==> src/rtl/hamming_secded_codec_if.sv <==
// Valid/ready stream bundle of the SEC-DED codec: the accepted input word and the delivered result word.
interface hamming_secded_codec_if #(
    parameter int unsigned DATA_W = 4
);
    // Smallest r with 2**r >= dw + r + 1
    function automatic int unsigned calc_par_w(input int unsigned dw);
        int unsigned r;
        r = 0;
        for (int unsigned i = 1; i < 8; i++) begin
            if (r == 0 && (32'd1 << i) >= dw + i + 1) r = i;
        end
        return r;
    endfunction

    localparam int unsigned PAR_W  = calc_par_w(DATA_W);
    localparam int unsigned CODE_W = DATA_W + PAR_W + 1;

    logic              in_valid;
    logic              in_ready;
    logic              in_mode;
    logic [CODE_W-1:0] in_data;
    logic              out_valid;
    logic              out_ready;
    logic              out_mode;
    logic [CODE_W-1:0] out_data;
    logic [PAR_W-1:0]  out_syndrome;
    logic              out_err_single;
    logic              out_err_double;

    modport master (
        output in_valid, in_mode, in_data, out_ready,
        input  in_ready, out_valid, out_mode, out_data, out_syndrome,
               out_err_single, out_err_double
    );

    modport slave (
        input  in_valid, in_mode, in_data, out_ready,
        output in_ready, out_valid, out_mode, out_data, out_syndrome,
               out_err_single, out_err_double
    );
endinterface

==> src/rtl/hamming_secded_codec.sv <==
// Two-stage streaming Hamming SEC-DED encoder/decoder with per-word mode and saturating error counters.
module hamming_secded_codec #(
    parameter int unsigned DATA_W = 4,
    parameter int unsigned CNT_W  = 8
) (
    input  logic                     clk,
    input  logic                     rst_n,
    hamming_secded_codec_if.slave    bus,
    input  logic                     clr_cnt,
    output logic [CNT_W-1:0]         cnt_single,
    output logic [CNT_W-1:0]         cnt_double
);
    function automatic int unsigned calc_par_w(input int unsigned dw);
        int unsigned r;
        r = 0;
        for (int unsigned i = 1; i < 8; i++) begin
            if (r == 0 && (32'd1 << i) >= dw + i + 1) r = i;
        end
        return r;
    endfunction

    localparam int unsigned PAR_W  = calc_par_w(DATA_W);
    localparam int unsigned CODE_W = DATA_W + PAR_W + 1;
    localparam int unsigned IDX_W  = $clog2(CODE_W);

    // Codeword position of data bit idx: the idx-th non-power-of-two position from 1
    function automatic int unsigned data_pos(input int unsigned idx);
        int unsigned cnt;
        int unsigned pos;
        cnt = 0;
        pos = 0;
        for (int unsigned p = 1; p < CODE_W; p++) begin
            if ((p & (p - 1)) != 0) begin
                if (cnt == idx) pos = p;
                cnt++;
            end
        end
        return pos;
    endfunction

    typedef struct packed {
        logic              mode;
        logic [CODE_W-1:0] word;
        logic [PAR_W-1:0]  syn;
        logic              par;
    } s1_t;

    logic              s1_valid;
    s1_t               s1_q;
    s1_t               s1_d;
    logic              s1_adv;
    logic              out_xfer;

    logic [CODE_W-1:0] spread_w;
    logic [CODE_W-1:0] enc_word;
    logic [PAR_W-1:0]  in_syn;
    logic              in_par;

    logic [CODE_W-1:0] fixed_w;
    logic [CODE_W-1:0] res_data;
    logic              res_single;
    logic              res_double;

    // Place the data bits at their Hamming positions, parity positions left zero
    always_comb begin
        spread_w = '0;
        for (int unsigned i = 0; i < DATA_W; i++) begin
            spread_w[IDX_W'(data_pos(i))] = bus.in_data[IDX_W'(i)];
        end
    end

    always_comb begin
        enc_word = spread_w;
        for (int unsigned k = 0; k < PAR_W; k++) begin
            for (int unsigned p = 1; p < CODE_W; p++) begin
                if (((p >> k) & 32'd1) != 0)
                    enc_word[IDX_W'(32'd1 << k)] ^= spread_w[IDX_W'(p)];
            end
        end
        enc_word[0] = ^enc_word[CODE_W-1:1];
    end

    // Syndrome is the XOR of the indices of all set positions
    always_comb begin
        in_syn = '0;
        for (int unsigned p = 1; p < CODE_W; p++) begin
            if (bus.in_data[IDX_W'(p)]) in_syn ^= PAR_W'(p);
        end
    end

    assign in_par = ^bus.in_data;

    always_comb begin
        s1_d      = '0;
        s1_d.mode = bus.in_mode;
        s1_d.word = bus.in_mode ? bus.in_data : enc_word;
        s1_d.syn  = bus.in_mode ? in_syn : '0;
        s1_d.par  = bus.in_mode ? in_par : 1'b0;
    end

    // Stage-2 correction: only a single error at a real position is flipped
    always_comb begin
        int unsigned syn_ext;
        fixed_w    = s1_q.word;
        res_single = 1'b0;
        res_double = 1'b0;
        syn_ext    = 32'(s1_q.syn);
        if (s1_q.mode) begin
            if (s1_q.par) begin
                if (syn_ext > CODE_W - 1) begin
                    res_double = 1'b1;
                end else begin
                    res_single = 1'b1;
                    if (syn_ext != 0)
                        fixed_w[IDX_W'(s1_q.syn)] = ~s1_q.word[IDX_W'(s1_q.syn)];
                end
            end else if (syn_ext != 0) begin
                res_double = 1'b1;
            end
        end
    end

    // Decode result is the data field of the (possibly corrected) word, zero-extended
    always_comb begin
        res_data = '0;
        if (s1_q.mode) begin
            for (int unsigned i = 0; i < DATA_W; i++) begin
                res_data[IDX_W'(i)] = fixed_w[IDX_W'(data_pos(i))];
            end
        end else begin
            res_data = s1_q.word;
        end
    end

    assign s1_adv      = !bus.out_valid || bus.out_ready;
    assign bus.in_ready = !s1_valid || s1_adv;
    assign out_xfer    = bus.out_valid && bus.out_ready;

    always_ff @(posedge clk or negedge rst_n) begin
        if (!rst_n) begin
            s1_valid <= 1'b0;
            s1_q     <= '0;
        end else if (bus.in_ready) begin
            s1_valid <= bus.in_valid;
            if (bus.in_valid) s1_q <= s1_d;
        end
    end

    // Output register holds its word while the consumer stalls
    always_ff @(posedge clk or negedge rst_n) begin
        if (!rst_n) begin
            bus.out_valid      <= 1'b0;
            bus.out_mode       <= 1'b0;
            bus.out_data       <= '0;
            bus.out_syndrome   <= '0;
            bus.out_err_single <= 1'b0;
            bus.out_err_double <= 1'b0;
        end else if (s1_adv) begin
            bus.out_valid <= s1_valid;
            if (s1_valid) begin
                bus.out_mode       <= s1_q.mode;
                bus.out_data       <= res_data;
                bus.out_syndrome   <= s1_q.syn;
                bus.out_err_single <= res_single;
                bus.out_err_double <= res_double;
            end
        end
    end

    always_ff @(posedge clk or negedge rst_n) begin
        if (!rst_n) begin
            cnt_single <= '0;
            cnt_double <= '0;
        end else if (clr_cnt) begin
            cnt_single <= '0;
            cnt_double <= '0;
        end else begin
            if (out_xfer && bus.out_err_single && cnt_single != '1)
                cnt_single <= cnt_single + CNT_W'(1);
            if (out_xfer && bus.out_err_double && cnt_double != '1)
                cnt_double <= cnt_double + CNT_W'(1);
        end
    end
endmodule

==> src/flat_wrapper.sv <==
// flat-port wrapper written by rule: the top's interface ports become plain ports
module hamming_secded_codec_flat 
#(
    parameter int unsigned DATA_W = 4,
    parameter int unsigned CNT_W  = 8
)
  (clk, rst_n, clr_cnt, cnt_single, cnt_double, bus_in_valid, bus_in_mode, bus_in_data, bus_out_ready, bus_in_ready, bus_out_valid, bus_out_mode, bus_out_data, bus_out_syndrome, bus_out_err_single, bus_out_err_double);
  hamming_secded_codec_if #(.DATA_W(DATA_W)) bus_i ();
  input  logic clk;
  input  logic rst_n;
  input  logic clr_cnt;
  output logic [CNT_W-1:0] cnt_single;
  output logic [CNT_W-1:0] cnt_double;
  input wire logic [$bits(bus_i.in_valid)-1:0] bus_in_valid;
  input wire logic [$bits(bus_i.in_mode)-1:0] bus_in_mode;
  input wire logic [$bits(bus_i.in_data)-1:0] bus_in_data;
  input wire logic [$bits(bus_i.out_ready)-1:0] bus_out_ready;
  output wire logic [$bits(bus_i.in_ready)-1:0] bus_in_ready;
  output wire logic [$bits(bus_i.out_valid)-1:0] bus_out_valid;
  output wire logic [$bits(bus_i.out_mode)-1:0] bus_out_mode;
  output wire logic [$bits(bus_i.out_data)-1:0] bus_out_data;
  output wire logic [$bits(bus_i.out_syndrome)-1:0] bus_out_syndrome;
  output wire logic [$bits(bus_i.out_err_single)-1:0] bus_out_err_single;
  output wire logic [$bits(bus_i.out_err_double)-1:0] bus_out_err_double;
  assign bus_i.in_valid = bus_in_valid;
  assign bus_i.in_mode = bus_in_mode;
  assign bus_i.in_data = bus_in_data;
  assign bus_i.out_ready = bus_out_ready;
  assign bus_in_ready = bus_i.in_ready;
  assign bus_out_valid = bus_i.out_valid;
  assign bus_out_mode = bus_i.out_mode;
  assign bus_out_data = bus_i.out_data;
  assign bus_out_syndrome = bus_i.out_syndrome;
  assign bus_out_err_single = bus_i.out_err_single;
  assign bus_out_err_double = bus_i.out_err_double;
  hamming_secded_codec #(.DATA_W(DATA_W), .CNT_W(CNT_W)) u_core (.clk(clk), .rst_n(rst_n), .bus(bus_i), .clr_cnt(clr_cnt), .cnt_single(cnt_single), .cnt_double(cnt_double));
endmodule
==> config.mk <==
export PLATFORM = sky130hd
export DESIGN_NAME = hamming_secded_codec_flat
export DESIGN_NICKNAME = d
export VERILOG_FILES = /design/src/rtl/hamming_secded_codec_if.sv /design/src/rtl/hamming_secded_codec.sv /design/src/flat_wrapper.sv
export SDC_FILE = /design/constraint.sdc
export NUM_CORES = 1
export LEC_CHECK = 0
export ABC_AREA = 1
export CAP_MARGIN = 0
export CORE_MARGIN = 4
export CORE_UTILIZATION = 30
export DETAILED_ROUTE_END_ITERATION = 16
export GPL_TIMING_DRIVEN = 0
export PLACE_DENSITY = 0.57
export SLEW_MARGIN = 20
export SYNTH_ARGS = -nofsm -noshare
export SYNTH_HDL_FRONTEND = slang
export SYNTH_SLANG_ARGS = --single-unit
==> constraint.sdc <==
create_clock -name clk -period 3.8 [get_ports clk]
set_input_delay 0.76 -clock clk [delete_from_list [all_inputs] [get_ports clk]]
set_output_delay 0.76 -clock clk [all_outputs]
set_load 0.01 [all_outputs]
==> flow_metrics.py <==
metrics = {
    "cells_and_area": {
        "design_area_um2": 3130,
        "layout-drive-gt1-share_pct": 8.20,
        "n_antenna_cell": 0,
        "areaGrowthSynthToFinish_pct": 26.1,
        "multi_input_area_um2": 1180,
        "regArea_um2": 1130,
        "nNetsFinal": 383,
        "fillers": 848,
    },
    "floorplanning": {
        "io_pins": 46,
        "row_count": 32,
        "die_y_um": 98.9,
        "dieArea_um2": 9780,
        "initial_core_util_pct": 31.4,
        "core_um2": 7890,
        "die_x_um": 98.9,
    },
    "detailed_routing": {
        "first_pass_iters": 4,
        "ant_nets": 0,
        "drc_errors": 0,
        "drtIter0Drc": 61,
        "vias": 2195,
        "wl_per_cell_um": 12.4,
        "drt-total-wl_um": 5790,
        "routed_via_density": 4.69,
    },
    "clock_network": {
        "hold_buffers": 0,
        "cts_buffers": 5,
        "cts_num_sinks": 45,
        "cts_tree": "yes",
        "htreeDepth": 2,
        "cts_setup_buffers": 0,
        "clk_path_buf_depth": 2,
        "cts_resized": 0,
        "cts-root-buf": "clkbuf_8",
        "clkTransAtPathRegs_ns": 0.08,
        "worstSkewPairLatency_ns": 0.29,
    },
    "grt": {
        "grt_pass1_vias": 2227,
        "grt_usage_pct": 12.5,
        "overflow": 0,
        "grt_first_pass_wirelength_um": 10100,
        "grt_max_degree": 27,
        "antenna_found_initial": 0,
    },
    "logic_synthesis": {
        "yosys-top-cells-area": "dfrtp_1 45%, nand2_1 14%, nand3_1 4.8%, inv_1 4.2%, xnor2_1 3.9%",
        "synth_fp_nets": 332,
        "async_flop_share_pct": 100,
        "yosysMostFrequentCell": "nand2_1",
        "synth_top_area_share_pct": 45.4,
        "yosysTopAreaCell": "dfrtp_1",
        "yosysWarnings": 0,
        "synth_cells": 316,
        "synth_cell_types": 32,
        "yosysSeqAreaShare_pct": 45.4,
        "synth_edf_count": 0,
        "ys_top_cells_by_count": "90 x nand2_1, 45 x dfrtp_1, 28 x inv_1, 24 x nand3_1, 20 x nor2_1",
        "synthFlopType": "dfrtp_1",
        "synthesis.area_um2": 2480,
        "ys_ff_latch": 45,
        "avgSynthCellArea_um2": 7.84,
    },
    "setup_path": {
        "crit_fanout": 3,
        "startpoint_type": "input pin",
        "cp.arrival_ns": 2.01,
        "rrSetupSlack_ns": 2.17,
        "reg2reg_depth": 9,
        "timing.rr.end": "u_core.cnt_single[7]",
        "cp.required_ns": 3.04,
        "end_kind": "primary output",
        "reg2reg_from": "u_core.cnt_single[0]",
        "worstSetupPathType": "input pin to primary output",
    },
    "timing": {
        "finalHoldViolations": 0,
        "maxSlewViolCount": 0,
        "rsz0062_at_grt": "false",
        "relSlewSlack_pct": 66.1,
        "tns_ns": 0,
        "period_needed_ns": 2.77,
        "skew_ns": 0.00475,
        "worst_pin_slew_ns": 0.508,
        "fmax_mhz": 361,
        "fin_crit_sh_pct": 72.9,
        "setup_violations": 0,
    },
    "flow_run": {
        "timing.max_cap.violations": 0,
    },
    "power_and_ir_drop": {
        "p_leak_nw": 1.40,
        "peakVddDrop_mv": 0.169,
        "cellPowerDensity_nw_per_um2": 401,
    },
    "place": {
        "io_buffers": 43,
        "dp_hpwl_um": 4610,
        "dpl_cell_area_um2": 3050,
        "gp_congestion": 0.881,
    },
    "outcome": {
        "status": "completed",
    },
    "worst_hold_path": {
        "min_path_type": "input pin to async pin",
    },
}
logic make-up (layout without fill, tap and decap cells):
logic type	count (synthesis)	after routing	share of synthesized area, %
compound gates	47	47	11.1
flops	45	45	45.4
buf+inv	43	93	6.76
simple gates	160	160	28.7
fa+ha+maj	2	2	1.01
xor+xnor	19	19	7.02
cell usage in the layout (no fill, tap or decap), drive strengths merged, types with 12 or more instances in the layout:
| master | count |
|---|---|
| nand3 | 24 |
| nand2 | 92 |
| clkdlybuf4s50 | 42 |
| o21ai | 19 |
| dfrtp | 45 |
| inv | 34 |
| a21oi | 15 |
| nor2 | 23 |
| xnor2 | 12 |
state kept, by name, indices dropped and copies added (netlist names):
register / flops
u_core.cnt_double: 8
u_core.s1_q: 13
u_core.bus.out_syndrome: 3
u_core.bus.out_data: 8
u_core.bus.out_err_double: 1
u_core.cnt_single: 8
u_core.s1_valid: 1
u_core.bus.out_err_single: 1
u_core.bus.out_valid: 1
u_core.bus.out_mode: 1
routing by layer:
metal,vias to the layer above,global-route usage [%],routed length [µm]
met5,-,0,0
met4,0,3.57,54
met3,6,2.83,234
met2,47,21.5,2850
met1,1012,15.5,2650
li1,1130,-,-
worst max-delay path, cell delays in order:
cell             delay [ns]
clkdlybuf4s50_1        0.50
inv_1                  0.06
nand3_1                0.12
clkdlybuf4s50_1        0.56
where the power goes:
part / total (mW) / switching (mW) / internal (mW) / leakage, nW
logic: 0.373 / 0.200 / 0.173 / 0.780
clock network: 0.272 / 0.151 / 0.121 / 0.0399
registers: 0.608 / 0.0563 / 0.552 / 0.583
through the flow:
stage                     total power [mW]  hold WS, ns  util [%]  instances  setup WS [ns]
after floorplan                      0.808        0.464         -        316           2.10
after detailed placement              1.00        0.474      38.7        462           1.01
after global placement               0.993        0.467      38.5        461          0.710
after CTS                             1.28        0.430      39.6        468           1.00
after global routing                  1.34        0.438      39.6        468          0.943
final                                 1.25        0.422      39.6        468           1.03
final cells by class:
cell class / instances / area share, %
Inverter: 35 / 4.20
Timing Repair Buffer: 44 / 14.3
Clock buffer: 5 / 2.20
Tap cell: 102 / 4.08
Clock inverter: 1 / 0.160
Sequential cell: 45 / 36.0
Multi-Input combinational cell: 228 / 37.9
Buffer: 8 / 1.16
worst max path at each step:
stage,start,endpoint,slack [ns],depth (start not counted)
2_1_floorplan,bus_out_ready,bus_in_ready,2.10,2
3_3_place_gp,rst_n,u_core.s1_q[5],0.71,1
3_5_place_dp,bus_out_ready,bus_in_ready,1.01,4
4_1_cts,bus_out_ready,bus_in_ready,1.00,4
5_1_grt,bus_out_ready,bus_in_ready,0.94,4
6_report,bus_out_ready,bus_in_ready,1.03,4
Note: power is estimated with default switching activity, not from simulation.
==> patch 1 (same flow settings) <==
`CNT_W` is set to 8 in 2 places; all go to 12.
--- a/src/rtl/hamming_secded_codec.sv
+++ b/src/rtl/hamming_secded_codec.sv
@@ -1,7 +1,7 @@
 // Two-stage streaming Hamming SEC-DED encoder/decoder with per-word mode and saturating error counters.
 module hamming_secded_codec #(
     parameter int unsigned DATA_W = 4,
-    parameter int unsigned CNT_W  = 8
+    parameter int unsigned CNT_W  = 12
 ) (
     input  logic                     clk,
     input  logic                     rst_n,
--- a/src/flat_wrapper.sv
+++ b/src/flat_wrapper.sv
@@ -2,7 +2,7 @@
 module hamming_secded_codec_flat 
 #(
     parameter int unsigned DATA_W = 4,
-    parameter int unsigned CNT_W  = 8
+    parameter int unsigned CNT_W  = 12
 )
   (clk, rst_n, clr_cnt, cnt_single, cnt_double, bus_in_valid, bus_in_mode, bus_in_data, bus_out_ready, bus_in_ready, bus_out_valid, bus_out_mode, bus_out_data, bus_out_syndrome, bus_out_err_single, bus_out_err_double);
   hamming_secded_codec_if #(.DATA_W(DATA_W)) bus_i ();
Interface: changed (resized cnt_double and cnt_single); port bits go from 46 to 54. The function was not compared with the original's and may differ.
==> patch 1 against the unedited design <==
Critical path depth stayed put. Design area is 21% higher. Sequential cell count is 8 higher. Wire length is 32% higher. Sequential share of layout area is 0.94 points lower. Critical path type unchanged. Area after synthesis is 22% higher. Sequential power is 14% higher. Critical endpoint unchanged. Setup slack better by 0.014 ns. Total power is 10% higher. Largest power group unchanged. Largest cell class unchanged.
==> patch 1: results (changes against the unedited design) <==
Yosys:
- The number of nets in the synthesized netlist was 422 (was 332).
- The distinct cell type count of the synthesized netlist is 36 (was 32).
- Area contributors post-synth: sky130_fd_sc_hd__dfrtp_1, sky130_fd_sc_hd__nand2_1, sky130_fd_sc_hd__nor2_1 (was sky130_fd_sc_hd__dfrtp_1, sky130_fd_sc_hd__nand2_1, sky130_fd_sc_hd__nand3_1).
- The post-synthesis sequential area ratio is 43.7% (was 45.4%).
- The count of synthesis-stage warnings from yosys came to 0 (unchanged).
- Commonest cells post-synth: sky130_fd_sc_hd__nand2_1, sky130_fd_sc_hd__dfrtp_1, sky130_fd_sc_hd__nor2_1 (was sky130_fd_sc_hd__nand2_1, sky130_fd_sc_hd__dfrtp_1, sky130_fd_sc_hd__inv_1).

Routing:
- The routed wire length is 7.64 mm (was 5.79 mm).
- The count of vias placed by the detailed router is 2826 (was 2195).
- The DRC violation total after the first TritonRoute iteration is 92 (was 61).

Critical path:
- The end of the worst register-to-register path is u_core.cnt_single[6] (was u_core.cnt_single[7]).
- The data arrival time of the critical path is roughly 2.0 ns.
- The register-to-register setup slack came to 2.08 ns (was 2.17 ns).
- The length in cells of the worst reg-to-reg path is 7 (was 9).

Finish:
- The number of nets in the layout is 479 (was 383).
- The total of fill cells in the finished design is 1086 (was 848).
- The fraction of layout cells with a size suffix above 1 is 6.68% (was 8.20%).

Global route:
- The wire length of the first global-routing pass came to 13.0 mm (was 10.1 mm).
- The global routing usage summed across all routing layers is 13.6% (was 12.5%).
- The maximum number of pins on one net before global-route repair came to 54 (was 27).

Power and ir drop:
- The leakage component of the power came to 0.00165 uW (was 0.00140 uW).

Placement:
- The placer congestion estimate is 0.873 (was 0.881).
- The port buffer count came to 50 (was 43).
- The sum of net half-perimeters after detailed placement is 5.83 mm (was 4.61 mm).

STA:
- The worst slew margin relative to its limit is 55.5% (was 66.1%).

Status:
- Outcome: completed (unchanged).

Clock tree:
- The clock network latency to the later pin of the worst-skew pair is 0.31 ns (was 0.29 ns).
patch 1: cell types whose count changed after synthesis, sizes merged, moves of 2 or more:
cell,before,now
nand4,7,12
nor3,8,4
o21ai,19,27
inv,34,38
nand3,24,28
o221ai,0,2
and2,2,0
or2,3,1
nand2,92,136
nor2,23,44
dfrtp,45,53
buf,5,7
patch 1: critical path, delay by kind of cell:
family / cells / cell delay (ns)
and+or+nand+nor: 1 / 0.14
buffers and inverters: 3 / 1.09
patch 1: worst max-delay path by stage:
stage / end / startpoint / slack, ns
3_3_place_gp: u_core.s1_q[6] / rst_n / 0.32
6_report: bus_in_ready / bus_out_ready / 1.04
5_1_grt: bus_in_ready / bus_out_ready / 0.99
4_1_cts: bus_in_ready / bus_out_ready / 1.03
3_5_place_dp: bus_in_ready / bus_out_ready / 1.03
2_1_floorplan: bus_in_ready / bus_out_ready / 2.10
patch 1: cell type report:
class	instances	area [sq um]	area share, %
sequential	53	1330	35.1
tap	133	166	4.40
buffer	10	53.8	1.42
clock buffer	7	76.3	2.02
inverter	40	156	4.14
clock inverter	1	7.51	0.199
timing repair buffer	50	498	13.2
multi-input combinational	303	1500	39.6
patch 1: kinds of logic (layout without fill, tap and decap cells):
family                   after synthesis  count (layout)  synth area share (%)
flip-flops                            53              53                  43.7
buffers and inverters                 50             108                  6.93
AO/OA/AOI/OAI                         56              56                  11.0
adder cells (fa/ha/maj)                2               2                 0.825
XOR/XNOR                              17              17                  4.91
AND/OR/NAND/NOR                      228             228                  32.6
patch 1: where the power goes:
| part | total (uW) | internal, uW | switching, uW |
|---|---|---|---|
| combinational | 373 | 166 | 207 |
| clock | 315 | 131 | 184 |
| sequential | 694 | 635 | 58.5 |
| total | 1380 | 932 | 450 |
patch 1: stage by stage:
step / area, sq um / utilization, % / worst slack [ns] / cells / hold slack [ns]
after floorplan: 3030 / - / 2.10 / 406 / 0.464
after global placement: 3700 / 37.7 / 0.319 / 589 / 0.470
after detailed placement: 3700 / 37.6 / 1.03 / 589 / 0.485
after CTS: 3780 / 38.5 / 1.03 / 597 / 0.508
after global routing: 3780 / 38.5 / 0.987 / 597 / 0.531
final: 3780 / 38.5 / 1.04 / 597 / 0.474
patch 1: layer usage:
metal / vias to the layer above / wire length (um) / track usage [%]
met2: 67 / 3690 / 23.6
met5: - / 0 / 0
met1: 1313 / 3410 / 17.5
met3: 12 / 399 / 2.33
met4: 0 / 134 / 3.79
li1: 1434 / - / -
==> patch 2 (config.mk and constraints unchanged) <==
Made on the original files. Put one more register stage on the output `cnt_single`, cleared by the reset. The value now appears one clock later. The other outputs are not delayed to match.
--- a/src/rtl/hamming_secded_codec.sv
+++ b/src/rtl/hamming_secded_codec.sv
@@ -10,6 +10,8 @@
     output logic [CNT_W-1:0]         cnt_single,
     output logic [CNT_W-1:0]         cnt_double
 );
+
+    logic [CNT_W-1:0] cnt_single_s0;
     function automatic int unsigned calc_par_w(input int unsigned dw);
         int unsigned r;
         r = 0;
@@ -169,17 +171,25 @@
 
     always_ff @(posedge clk or negedge rst_n) begin
         if (!rst_n) begin
-            cnt_single <= '0;
+            cnt_single_s0 <= '0;
             cnt_double <= '0;
         end else if (clr_cnt) begin
-            cnt_single <= '0;
+            cnt_single_s0 <= '0;
             cnt_double <= '0;
         end else begin
-            if (out_xfer && bus.out_err_single && cnt_single != '1)
-                cnt_single <= cnt_single + CNT_W'(1);
+            if (out_xfer && bus.out_err_single && cnt_single_s0 != '1)
+                cnt_single_s0 <= cnt_single_s0 + CNT_W'(1);
             if (out_xfer && bus.out_err_double && cnt_double != '1)
                 cnt_double <= cnt_double + CNT_W'(1);
         end
     end
+    always_ff @(posedge clk or negedge rst_n) begin
+        if (!rst_n) begin
+            cnt_single <= '0;
+        end else begin
+            cnt_single <= cnt_single_s0;
+        end
+    end
+
 endmodule
 
Formal check against the unedited RTL: not equivalent (a bounded check fails within 4 cycles, from zero or initial values and one cycle with rst_n low).
==> patch 2 against the unedited design <==
Critical path type unchanged. Setup slack got worse by 0.064 ns. Area after synthesis rose by 8.6%. Clock power rose by 48%. Total power rose by 18%. Sequential cell count rose by 8. First-iteration DRC count rose by 67%. Design area rose by 7.9%. Wire length rose by 9.1%.
==> patch 2: results (changes against the unedited design) <==
Placement:
- The cell area after placement is 0.00326 sq mm (was 0.00305 sq mm).
- The placer congestion estimate came to 0.880 (was 0.881).
- The port buffer count is 43 (unchanged).
- The sum of net half-perimeters after detailed placement is 4.77 mm (was 4.61 mm).

Clock tree:
- The clock network latency to the later pin of the worst-skew pair came to 0.31 ns (was 0.29 ns).
- The total setup buffers inserted after CTS is 0 (unchanged).

Yosys:
- The top-area cell type share of the netlist area came to 49.3% (was 45.4%).
- The xor/xnor cell area share of the yosys netlist is 4.55% (was 7.02%).
- The number of nets in the synthesized netlist is 351 (was 332).
- The adder-cell share of the synthesized area is 0.929% (was 1.01%).
- Area contributors post-synth: sky130_fd_sc_hd__dfrtp_1, sky130_fd_sc_hd__nand2_1, sky130_fd_sc_hd__nand3_1 (unchanged).
- The post-synthesis sequential area ratio was 49.3% (was 45.4%).
- Commonest cells post-synth: sky130_fd_sc_hd__nand2_1, sky130_fd_sc_hd__dfrtp_1, sky130_fd_sc_hd__inv_1 (unchanged).
- The complex-gate fraction of the synthesized area is 10.9% (was 11.1%).
- The average cell area after synthesis is 8.04 sq um (was 7.84 sq um).

Global route:
- The global routing usage summed across all routing layers came to 13.1% (was 12.5%).
- The met3 global-route usage is 3.38% (was 2.83%).
- The number of global-route vias before repair is 2297 (was 2227).
- The maximum number of pins on one net before global-route repair is 54 (was 27).
- The met2 layer usage reported by global route is 22.9% (was 21.5%).
- The fraction of met1 tracks used by global routing came to 16.6% (was 15.5%).

Routing:
- The DRC violation total after the first TritonRoute iteration is 102 (was 61).
- The ratio of routed vias to standard cells is 4.74 (was 4.69).
- The routed wire length came to 6.32 mm (was 5.79 mm).
- The total met2 wirelength after detailed routing is 3.08 mm (was 2.85 mm).
- The met1 routed wirelength after detailed routing came to 2.82 mm (was 2.65 mm).
- The routed length on met3 was 348 um (was 234 um).

Status:
- Outcome: completed (unchanged).

STA:
- The slew at the pin closest to its max-slew limit is 0.651 ns (was 0.508 ns).
- The maximum clock skew at final layout was 0.00842 ns (was 0.00475 ns).

Power and ir drop:
- The maximum resistive drop on vdd is 0.000148 V (was 0.000169 V).

Finish:
- The flip-flop count of the largest register, all copies and words added is 13 (unchanged).
- The number of nets in the layout came to 401 (was 383).
- The fraction of layout cells with a size suffix above 1 is 8.03% (was 8.20%).

Worst hold path:
- The type of the most critical hold path is reg2reg (was in2async).

Critical path:
- The data arrival time of the critical path is 2.08 ns (was 2.01 ns).
- The worst reg2reg path startpoint was u_core.cnt_single_s0[0] (was u_core.cnt_single[0]).
## patch 2: cell count changes after synthesis, moves of 3 or more
cell / unedited run / this run
sky130_fd_sc_hd__nor2_1: 20 / 25
sky130_fd_sc_hd__o21ai_1: 11 / 2
sky130_fd_sc_hd__nand3_2: 0 / 3
sky130_fd_sc_hd__xor2_1: 7 / 4
sky130_fd_sc_hd__a21oi_1: 15 / 18
sky130_fd_sc_hd__o21ai_0: 7 / 17
sky130_fd_sc_hd__dfrtp_1: 45 / 53
sky130_fd_sc_hd__nor3_1: 7 / 4
sky130_fd_sc_hd__nand2_1: 90 / 100
## patch 2: per-stage QoR
stage	instances	power, uW	utilization [%]	setup WS [ns]
global route	494	1590	38.7	0.904
floorplan	335	901	-	2.10
global placement	486	1100	37.4	0.332
CTS	494	1510	38.7	0.949
detailed placement	486	1100	37.3	0.964
finish	494	1480	38.7	0.964
## patch 2: path summary, 6_finish.rpt
path / to / slack [ns] / depth (start not counted)
min in group asynchronous: u_core.cnt_single_s0[6] / 0.48 / 1
worst min register to register: u_core.cnt_single[1] / 0.44 / 0
worst max register to register: u_core.cnt_single_s0[6] / 2.21 / 9
worst max-delay path: bus_in_ready / 0.96 / 4
max in group asynchronous: u_core.s1_q[3] / 2.90 / 1
worst min-delay path: u_core.cnt_single[1] / 0.44 / 0
## patch 2: layout make-up
type / count / area, sq um
flip-flops and latches: 53 / 1330
clock buffers: 7 / 86.3
clock inverters: 1 / 30.0
inverters: 32 / 120
plain buffers: 8 / 40.0
repair buffers: 43 / 428
fillers: 905 / 5350
multi-input cells: 242 / 1210
well taps: 108 / 135
## patch 2: power by group
group / leakage [uW] / internal (uW) / total [uW] / switching (uW)
Clock: 0.0000585 / 215 / 403 / 188
Sequential: 0.000693 / 639 / 698 / 58.9
Combinational: 0.000807 / 174 / 383 / 209
